## config.mk

```make
export PLATFORM = sky130hd
export DESIGN_NAME = pattern_scan_ctrl_flat
export DESIGN_NICKNAME = d
export VERILOG_FILES = /design/src/rtl/pattern_scan_ctrl_if.sv /design/src/rtl/pattern_scan_ctrl.sv /design/src/flat_wrapper.sv
export SDC_FILE = /design/constraint.sdc
export NUM_CORES = 1
export LEC_CHECK = 0
export BUFFER_PORTS_ARGS = -buffer_cell sky130_fd_sc_hd__buf_2
export CORE_MARGIN = 8
export CORE_UTILIZATION = 52
export DETAILED_ROUTE_END_ITERATION = 8
export GPL_TIMING_DRIVEN = 0
export HOLD_SLACK_MARGIN = 0.12
export PLACE_DENSITY_LB_ADDON = 0.25
export SKIP_CTS_REPAIR_TIMING = 1
export SLEW_MARGIN = 20
export SYNTH_ARGS = -nofsm -noshare
export SYNTH_HDL_FRONTEND = slang
export SYNTH_SLANG_ARGS = --single-unit
```

## constraint.sdc

```tcl
create_clock -name clk -period 2.35 [get_ports clk]
set_input_delay 0.1175 -clock clk [delete_from_list [all_inputs] [get_ports clk]]
set_output_delay 0.1175 -clock clk [all_outputs]
set_load 0.03 [all_outputs]
```

## src/rtl/pattern_scan_ctrl_if.sv

```systemverilog
// Word-in / result-out handshake bundle for the serial pattern scanner.
// The master side is the word source plus the result consumer; the slave side is the controller.
interface pattern_scan_ctrl_if #(
  parameter int DATA_W = 16,
  parameter int CNT_W  = $clog2(DATA_W + 1)
);
  logic              in_valid;
  logic [DATA_W-1:0] in_data;
  logic              in_ready;
  logic              out_valid;
  logic              out_ready;
  logic [DATA_W-1:0] out_mask;
  logic [CNT_W-1:0]  out_count;

  modport master (
    output in_valid, in_data, out_ready,
    input  in_ready, out_valid, out_mask, out_count
  );

  modport slave (
    input  in_valid, in_data, out_ready,
    output in_ready, out_valid, out_mask, out_count
  );
endinterface

```

## src/rtl/pattern_scan_ctrl.sv

```systemverilog
// Scans each accepted word LSB-first, one bit per cycle, against a programmable pattern.
// Returns a per-bit match mask and match count over the result handshake.
module pattern_scan_ctrl #(
  parameter int               DATA_W  = 16,
  parameter int               PAT_W   = 3,
  parameter logic [PAT_W-1:0] PAT_RST = 3'b101,
  parameter int               CNT_W   = $clog2(DATA_W + 1)
) (
  input  logic             clk,
  input  logic             rst,
  input  logic             i_cfg_we,
  input  logic [PAT_W-1:0] i_cfg_pattern,
  input  logic             i_abort,
  output logic             o_busy,
  pattern_scan_ctrl_if.slave bus
);

  localparam int IDX_W = $clog2(DATA_W);

  localparam logic [1:0] ST_IDLE = 2'd0;
  localparam logic [1:0] ST_SCAN = 2'd1;
  localparam logic [1:0] ST_DONE = 2'd2;

  localparam logic [IDX_W-1:0]  IDX_FIRST_MATCH = IDX_W'(PAT_W - 1);
  localparam logic [IDX_W-1:0]  IDX_LAST        = IDX_W'(DATA_W - 1);
  localparam logic [DATA_W-1:0] MASK_ONE        = DATA_W'(1);

  logic [1:0]        r_state;
  logic [PAT_W-1:0]  r_pattern;
  logic [DATA_W-1:0] r_data;
  logic [PAT_W-2:0]  r_win;
  logic [IDX_W-1:0]  r_idx;
  logic [DATA_W-1:0] r_mask;
  logic [CNT_W-1:0]  r_count;

  logic [PAT_W-1:0]  w_cand;
  logic              w_match;

  // The scan register shifts right, so the bit under test is always at position 0.
  assign w_cand  = {r_win, r_data[0]};
  assign w_match = (r_idx >= IDX_FIRST_MATCH) && (w_cand == r_pattern);

  assign bus.in_ready  = (r_state == ST_IDLE);
  assign bus.out_valid = (r_state == ST_DONE);
  assign bus.out_mask  = r_mask;
  assign bus.out_count = r_count;
  assign o_busy        = (r_state != ST_IDLE);

  // Sequencing FSM, pattern configuration and scan datapath.
  always_ff @(posedge clk) begin
    if (rst) begin
      r_state   <= ST_IDLE;
      r_pattern <= PAT_RST;
      r_data    <= '0;
      r_win     <= '0;
      r_idx     <= '0;
      r_mask    <= '0;
      r_count   <= '0;
    end else begin
      case (r_state)
        ST_IDLE: begin
          if (i_cfg_we) begin
            r_pattern <= i_cfg_pattern;
          end
          if (bus.in_valid) begin
            r_data  <= bus.in_data;
            r_win   <= '0;
            r_idx   <= '0;
            r_mask  <= '0;
            r_count <= '0;
            r_state <= ST_SCAN;
          end
        end
        ST_SCAN: begin
          if (i_abort) begin
            r_win   <= '0;
            r_idx   <= '0;
            r_mask  <= '0;
            r_count <= '0;
            r_state <= ST_IDLE;
          end else begin
            r_data <= r_data >> 1;
            r_win  <= w_cand[PAT_W-2:0];
            r_idx  <= r_idx + IDX_W'(1);
            if (w_match) begin
              r_mask  <= r_mask | (MASK_ONE << r_idx);
              r_count <= r_count + CNT_W'(1);
            end
            if (r_idx == IDX_LAST) begin
              r_state <= ST_DONE;
            end
          end
        end
        ST_DONE: begin
          if (bus.out_ready) begin
            r_state <= ST_IDLE;
          end
        end
        default: begin
          r_state <= ST_IDLE;
        end
      endcase
    end
  end

endmodule

```

## src/flat_wrapper.sv

```systemverilog
// flat-port wrapper written by rule: the top's interface ports become plain ports
module pattern_scan_ctrl_flat 
#(
  parameter int               DATA_W  = 16,
  parameter int               PAT_W   = 3,
  parameter logic [PAT_W-1:0] PAT_RST = 3'b101,
  parameter int               CNT_W   = $clog2(DATA_W + 1)
)
  (clk, rst, i_cfg_we, i_cfg_pattern, i_abort, o_busy, bus_in_valid, bus_in_data, bus_out_ready, bus_in_ready, bus_out_valid, bus_out_mask, bus_out_count);
  pattern_scan_ctrl_if #(.DATA_W(DATA_W), .CNT_W(CNT_W)) bus_i ();
  input  logic clk;
  input  logic rst;
  input  logic i_cfg_we;
  input  logic [PAT_W-1:0] i_cfg_pattern;
  input  logic i_abort;
  output logic o_busy;
  input wire logic [$bits(bus_i.in_valid)-1:0] bus_in_valid;
  input wire logic [$bits(bus_i.in_data)-1:0] bus_in_data;
  input wire logic [$bits(bus_i.out_ready)-1:0] bus_out_ready;
  output wire logic [$bits(bus_i.in_ready)-1:0] bus_in_ready;
  output wire logic [$bits(bus_i.out_valid)-1:0] bus_out_valid;
  output wire logic [$bits(bus_i.out_mask)-1:0] bus_out_mask;
  output wire logic [$bits(bus_i.out_count)-1:0] bus_out_count;
  assign bus_i.in_valid = bus_in_valid;
  assign bus_i.in_data = bus_in_data;
  assign bus_i.out_ready = bus_out_ready;
  assign bus_in_ready = bus_i.in_ready;
  assign bus_out_valid = bus_i.out_valid;
  assign bus_out_mask = bus_i.out_mask;
  assign bus_out_count = bus_i.out_count;
  pattern_scan_ctrl #(.DATA_W(DATA_W), .PAT_W(PAT_W), .PAT_RST(PAT_RST), .CNT_W(CNT_W)) u_core (.clk(clk), .rst(rst), .i_cfg_we(i_cfg_we), .i_cfg_pattern(i_cfg_pattern), .i_abort(i_abort), .o_busy(o_busy), .bus(bus_i));
endmodule
```

* Word-level counts from Yosys, hierarchy flattened
Cells that the tools add are included.
W data, S select, Z words.
** Storage, ports and cells
- Register bits after elaboration :: 48
- Latch bits :: 0
- Bits in writable memories :: 0
- Memory bits (read-only) :: 0
- Bits of input ports :: 25
- Output and inout port bits :: 24
- Word-level logic and storage cells :: 52
- Memories kept :: 0
** Cells by class
- $add $sub $neg :: 2
- $mul :: 0
- Divide/modulo/power cells :: 0
- Order comparisons :: 1
- Eq/ne operators :: 9
- Shift operators :: 1
- Muxes and demuxes :: 22
- Bitwise gates (word level) :: 1
- Reductions and logical operators :: 9
** Operators by type and width (number)
- $mux W16 :: 5
- $pmux W16 S2 :: 2
- $or A16 B16 Y16 :: 1
- $shl A1 B4 Y16 const A :: 1
- $mux W5 :: 3
- $mux W2 :: 6
- $pmux W5 S2 :: 1
- $reduce_and A3 Y1 :: 3
- $mux W4 :: 2
- $pmux W4 S2 :: 1
- $ne A2 B2 Y1 const B :: 3
- $ne A3 B2 Y1 const B :: 2
- $pmux W2 S3 :: 1
- $add A5 B1 Y5 const B :: 1
- $add A4 B1 Y4 const B :: 1
- $eq A4 B4 Y1 const B :: 1
- $ge A4 B2 Y1 const B :: 1
- $pmux W2 S2 :: 1
- $reduce_and A2 Y1 :: 2
- $reduce_bool A2 Y1 :: 2
- $eq A3 B3 Y1 :: 1
- $eq A2 B1 Y1 const B :: 1
- $eq A2 B2 Y1 const B :: 1
- $logic_not A2 Y1 :: 1
- $logic_and A1 B1 Y1 :: 1

* Logic depth before layout (Yosys ltp)
- Depth in word-level cells :: 5
- Mapped depth :: 6
- Depth with buffers taken out :: 6

* Least setup slack after synthesis
OpenSTA, ideal clock, no wires.
- Path kind :: register to register
- Start point :: register u_core.r_idx[0]
- End point :: register u_core.r_mask[10] (netlist: u_core.bus.out_mask[10])
- Library setup time :: 0.117 ns
- Data arrival time :: 1.746 ns
- Required time :: 2.233 ns
- Slack :: 0.486 ns
- Cell stages (with the launch flop) :: 7
- Buffers on the path :: 0
- Clock period less this slack :: 1.864 ns
- Cells stage by stage :: dfxtp_1 -> inv_1 -> ha_1 -> or4_1 -> and4_1 -> and3_1 -> a32o_1
** On the way
- Longest elaborated chain between the ends :: 5
- Elaborated cells on any way between the ends :: 9
- Those cells by class :: order compare: 1; eq/ne: 1; shift: 1; mux: 3; bitwise: 1; reduce/logical: 2
** RTL lines
- from (decl) :: line pattern_scan_ctrl.sv:32 : logic [IDX_W-1:0] r_idx;
- from (signal assigned) :: line pattern_scan_ctrl.sv:84 : r_idx <= r_idx + IDX_W'(1);
- branches (longest 5 deep; another with $ge A4 B2 Y1)
- to (signal assigned) :: line pattern_scan_ctrl.sv:86 : r_mask <= r_mask | (MASK_ONE << r_idx);
- to (decl) :: line pattern_scan_ctrl.sv:33 : logic [DATA_W-1:0] r_mask;
Several ways; the timed one is not identified. The select of a mux whose other input is x is not followed.
A chain may end at the register's enable or synchronous reset.

* Worst setup path after layout
- Start point :: register u_core.r_idx[0]
- End point :: register u_core.r_mask[9] (netlist: u_core.bus.out_mask[9])
The elaborated chain is that of the path after synthesis.

==> results.sh <==
export IMPL_layout_commonest_cell="buf_2"
export IMPL_worst_path_stages=6
export IMPL_setup_viol=0
export IMPL_path_max_fanout=5
export IMPL_n_antenna_cell=0
export IMPL_ir_worst_vdd_mv=0.322
export IMPL_critical_path_arrival_ns=2.32
export IMPL_max_clock_freq_ghz=0.470
export IMPL_cts_buffer_depth=2
export IMPL_synth_cells=208
export IMPL_ys_seq_area_share_pct=46.4
export IMPL_dp_hpwl_um=3600
export IMPL_design_die_area_um2=6260
export IMPL_synth_top_area_share_pct=46.4
export IMPL_status="complete, no violations"
export IMPL_die_y_um=79.1
export IMPL_grt_antenna_before_repair=0
export IMPL_routedWlPerCell_um=15.4
export IMPL_syn_to_final_growth_pct=21.3
export IMPL_hold_path_class="primary input to register"
export IMPL_power_density_nw_per_um2=626
export IMPL_leakagePower_nw=1.15
export IMPL_clock_latency_ns=0.30
export IMPL_synthArstFlopShare_pct=0
export IMPL_path_clk_slew_ns=0.09
export IMPL_cp_cell_sequence="inv_1 > ha_1 > or4_1 > and4_1 > and3_1 > a32o_1"
export IMPL_track_usage_pct=16.1
export IMPL_start_util_pct=52.9
export IMPL_drt_initial_drc_count=93
export IMPL_clock_sinks=48
export IMPL_routed_via_density=5.53
export IMPL_grt_overflow=0
export IMPL_finalWorstSetupSlack_ns=0.223
export IMPL_min_path_cells=3
export IMPL_critical_path_class="register to register"
export IMPL_rsz0062_at_grt="no"
export IMPL_cts_buffers=5
export IMPL_yosys_top_cells_area="dfxtp_1 46%, mux2i_1 8.2%, a211oi_1 6.2%, nor2_1 4.9%, ha_1 4.2%"
export IMPL_vias=1760
export IMPL_timing_hold_ws_ns=0.129
export IMPL_routed_wl_um=4900
export IMPL_fill_cells=372
export IMPL_finalCriticalPeriod_ns=2.13
export IMPL_core_area_um2=3910
export IMPL_cpMaxStageDelayCell="or4_1"
export IMPL_synth_nets=240
export IMPL_root_buffer="clkbuf_8"
export IMPL_start_kind="register"
export IMPL_syn_area_um2=2070
export IMPL_io_buffers=47
export IMPL_ff2ff_path_depth=6
export IMPL_grt_pass1_wl_um=8240
export IMPL_slew_violations=0
export IMPL_power_mw=1.57
export IMPL_crit_family="simple AND/OR/NAND/NOR gates"
export IMPL_fin_area_um2=2510
export IMPL_ys_seq_elements=48
export IMPL_first_pass_iters=4
export IMPL_die_w_um=79.1
export IMPL_path_buf_inv=1
export IMPL_max_slew_worst_pin_slew_ns=0.863
export IMPL_cts_tree="built"
export IMPL_max_stage_delay_ns=0.44
export IMPL_cts_max_level=2
export IMPL_layout_drive_gt1_share_pct=24.3
export IMPL_gp_congestion=0.734
export IMPL_drc=0
export IMPL_nets=299
export IMPL_fp_row_count=23
export IMPL_fin_skew_ns=0.00759
export IMPL_hold_violations=0
export IMPL_io_pins=49
export IMPL_yosys_area_top_type="dfxtp_1"
export IMPL_crit_path_end_kind="register"
export IMPL_avgSynthCellArea_um2=9.96
export IMPL_period_share_pct=90.5
export IMPL_critPathRequiredTime_ns=2.55
export IMPL_tns_ns=0
export IMPL_maxCapViolations=0
export IMPL_place_ws_ns=0.257
export IMPL_synth_warnings=0
export IMPL_placed_cell_area_um2=2370
export IMPL_grt_max_degree=17
export IMPL_relSlewSlack_pct=41.6
export IMPL_final_cell_mix="49 x buf_2, 48 x dfxtp_1, 27 x nor2_1, 17 x mux2i_1, 17 x a211oi_1"
export IMPL_synth_main_ff_cell="dfxtp_1"
export IMPL_synth_edf_count=0
export IMPL_ys_types=38
export IMPL_ant_nets=0
export IMPL_grt_pass1_vias=1759
## final timing paths
check / start / to / slack [ns]
setup / recovery: u_core.r_idx[0]$_SDFFE_PP0P_ / u_core.bus.out_mask[9]$_SDFFE_PP0P_ / 0.22
hold / removal: i_cfg_pattern[2] / u_core.r_pattern[2]$_SDFFE_PP1P_ / 0.13
setup reg to reg: u_core.r_idx[0]$_SDFFE_PP0P_ / u_core.bus.out_mask[9]$_SDFFE_PP0P_ / 0.22
hold reg to reg: u_core.bus.out_mask[14]$_SDFFE_PP0P_ / u_core.bus.out_mask[14]$_SDFFE_PP0P_ / 0.47
## report_power, final
part,internal (mW),total (mW),switching (mW)
registers,0.849,0.873,0.0244
logic,0.0912,0.205,0.114
clock network,0.211,0.493,0.282
## cells in the mapped netlist (2+ instances only)
cell	instances
nand2b_1	5
nand2_1	8
a21oi_1	5
or4_1	3
o211ai_1	2
o2bb2ai_1	3
dfxtp_1	48
a211o_1	3
clkbuf_1	7
buf_2	2
inv_1	5
a32o_1	6
nand4_1	2
mux2i_1	17
xnor2_1	4
ha_1	7
nand3_1	8
nor2_1	27
a211oi_1	17
a22o_1	8
and3_1	4
## worst reg2reg max path, delay by kind of cell (launching register included)
family | cells | cell delay, ns
simple gates | 3 | 0.93
flops | 1 | 0.43
fa+ha+maj | 1 | 0.29
compound gates | 1 | 0.28
buf+inv | 1 | 0.10
## cell type report
class	count	area [um^2]	area share [%]
Multi-Input combinational cell	143	1030	41.1
Sequential cell	48	961	38.3
Timing Repair Buffer	52	285	11.4
Clock buffer	5	68.8	2.74
Tap cell	50	62.6	2.49
Buffer	12	60.1	2.39
Clock inverter	3	23.8	0.947
Inverter	5	18.8	0.747
## per-stage QoR
stage               instances  util, %
finish                    318     64.2
global route              318     64.2
CTS                       313     62.9
detailed placement        305     60.5
global placement          305     60.5
floorplan                 208        -
## per-layer routing
metal	up-vias	wire length (um)	track usage (%)
met2	45	2390	27.4
met1	825	2120	18.9
met5	-	0	0
met3	11	284	4.63
met4	0	95	5.56
li1	879	-	-
## sequential cells by signal (all words and copies together), names as in the netlist
| register | count |
|---|---|
| u_core.bus.out_count | 5 |
| u_core.bus.out_mask | 16 |
| u_core.r_data | 16 |
| u_core.r_idx | 4 |
| u_core.r_pattern | 3 |
| u_core.r_state | 2 |
| u_core.r_win | 2 |
## cells by family after synthesis
| logic type | after synthesis | synth area share (%) |
|---|---|---|
| compound gates | 49 | 19.3 |
| xor+xnor | 5 | 2.11 |
| fa+ha+maj | 7 | 4.23 |
| buf+inv | 17 | 3.81 |
| flops | 48 | 46.4 |
| mux | 18 | 8.76 |
| simple gates | 64 | 15.4 |
Note: power is estimated with default switching activity, not from simulation.
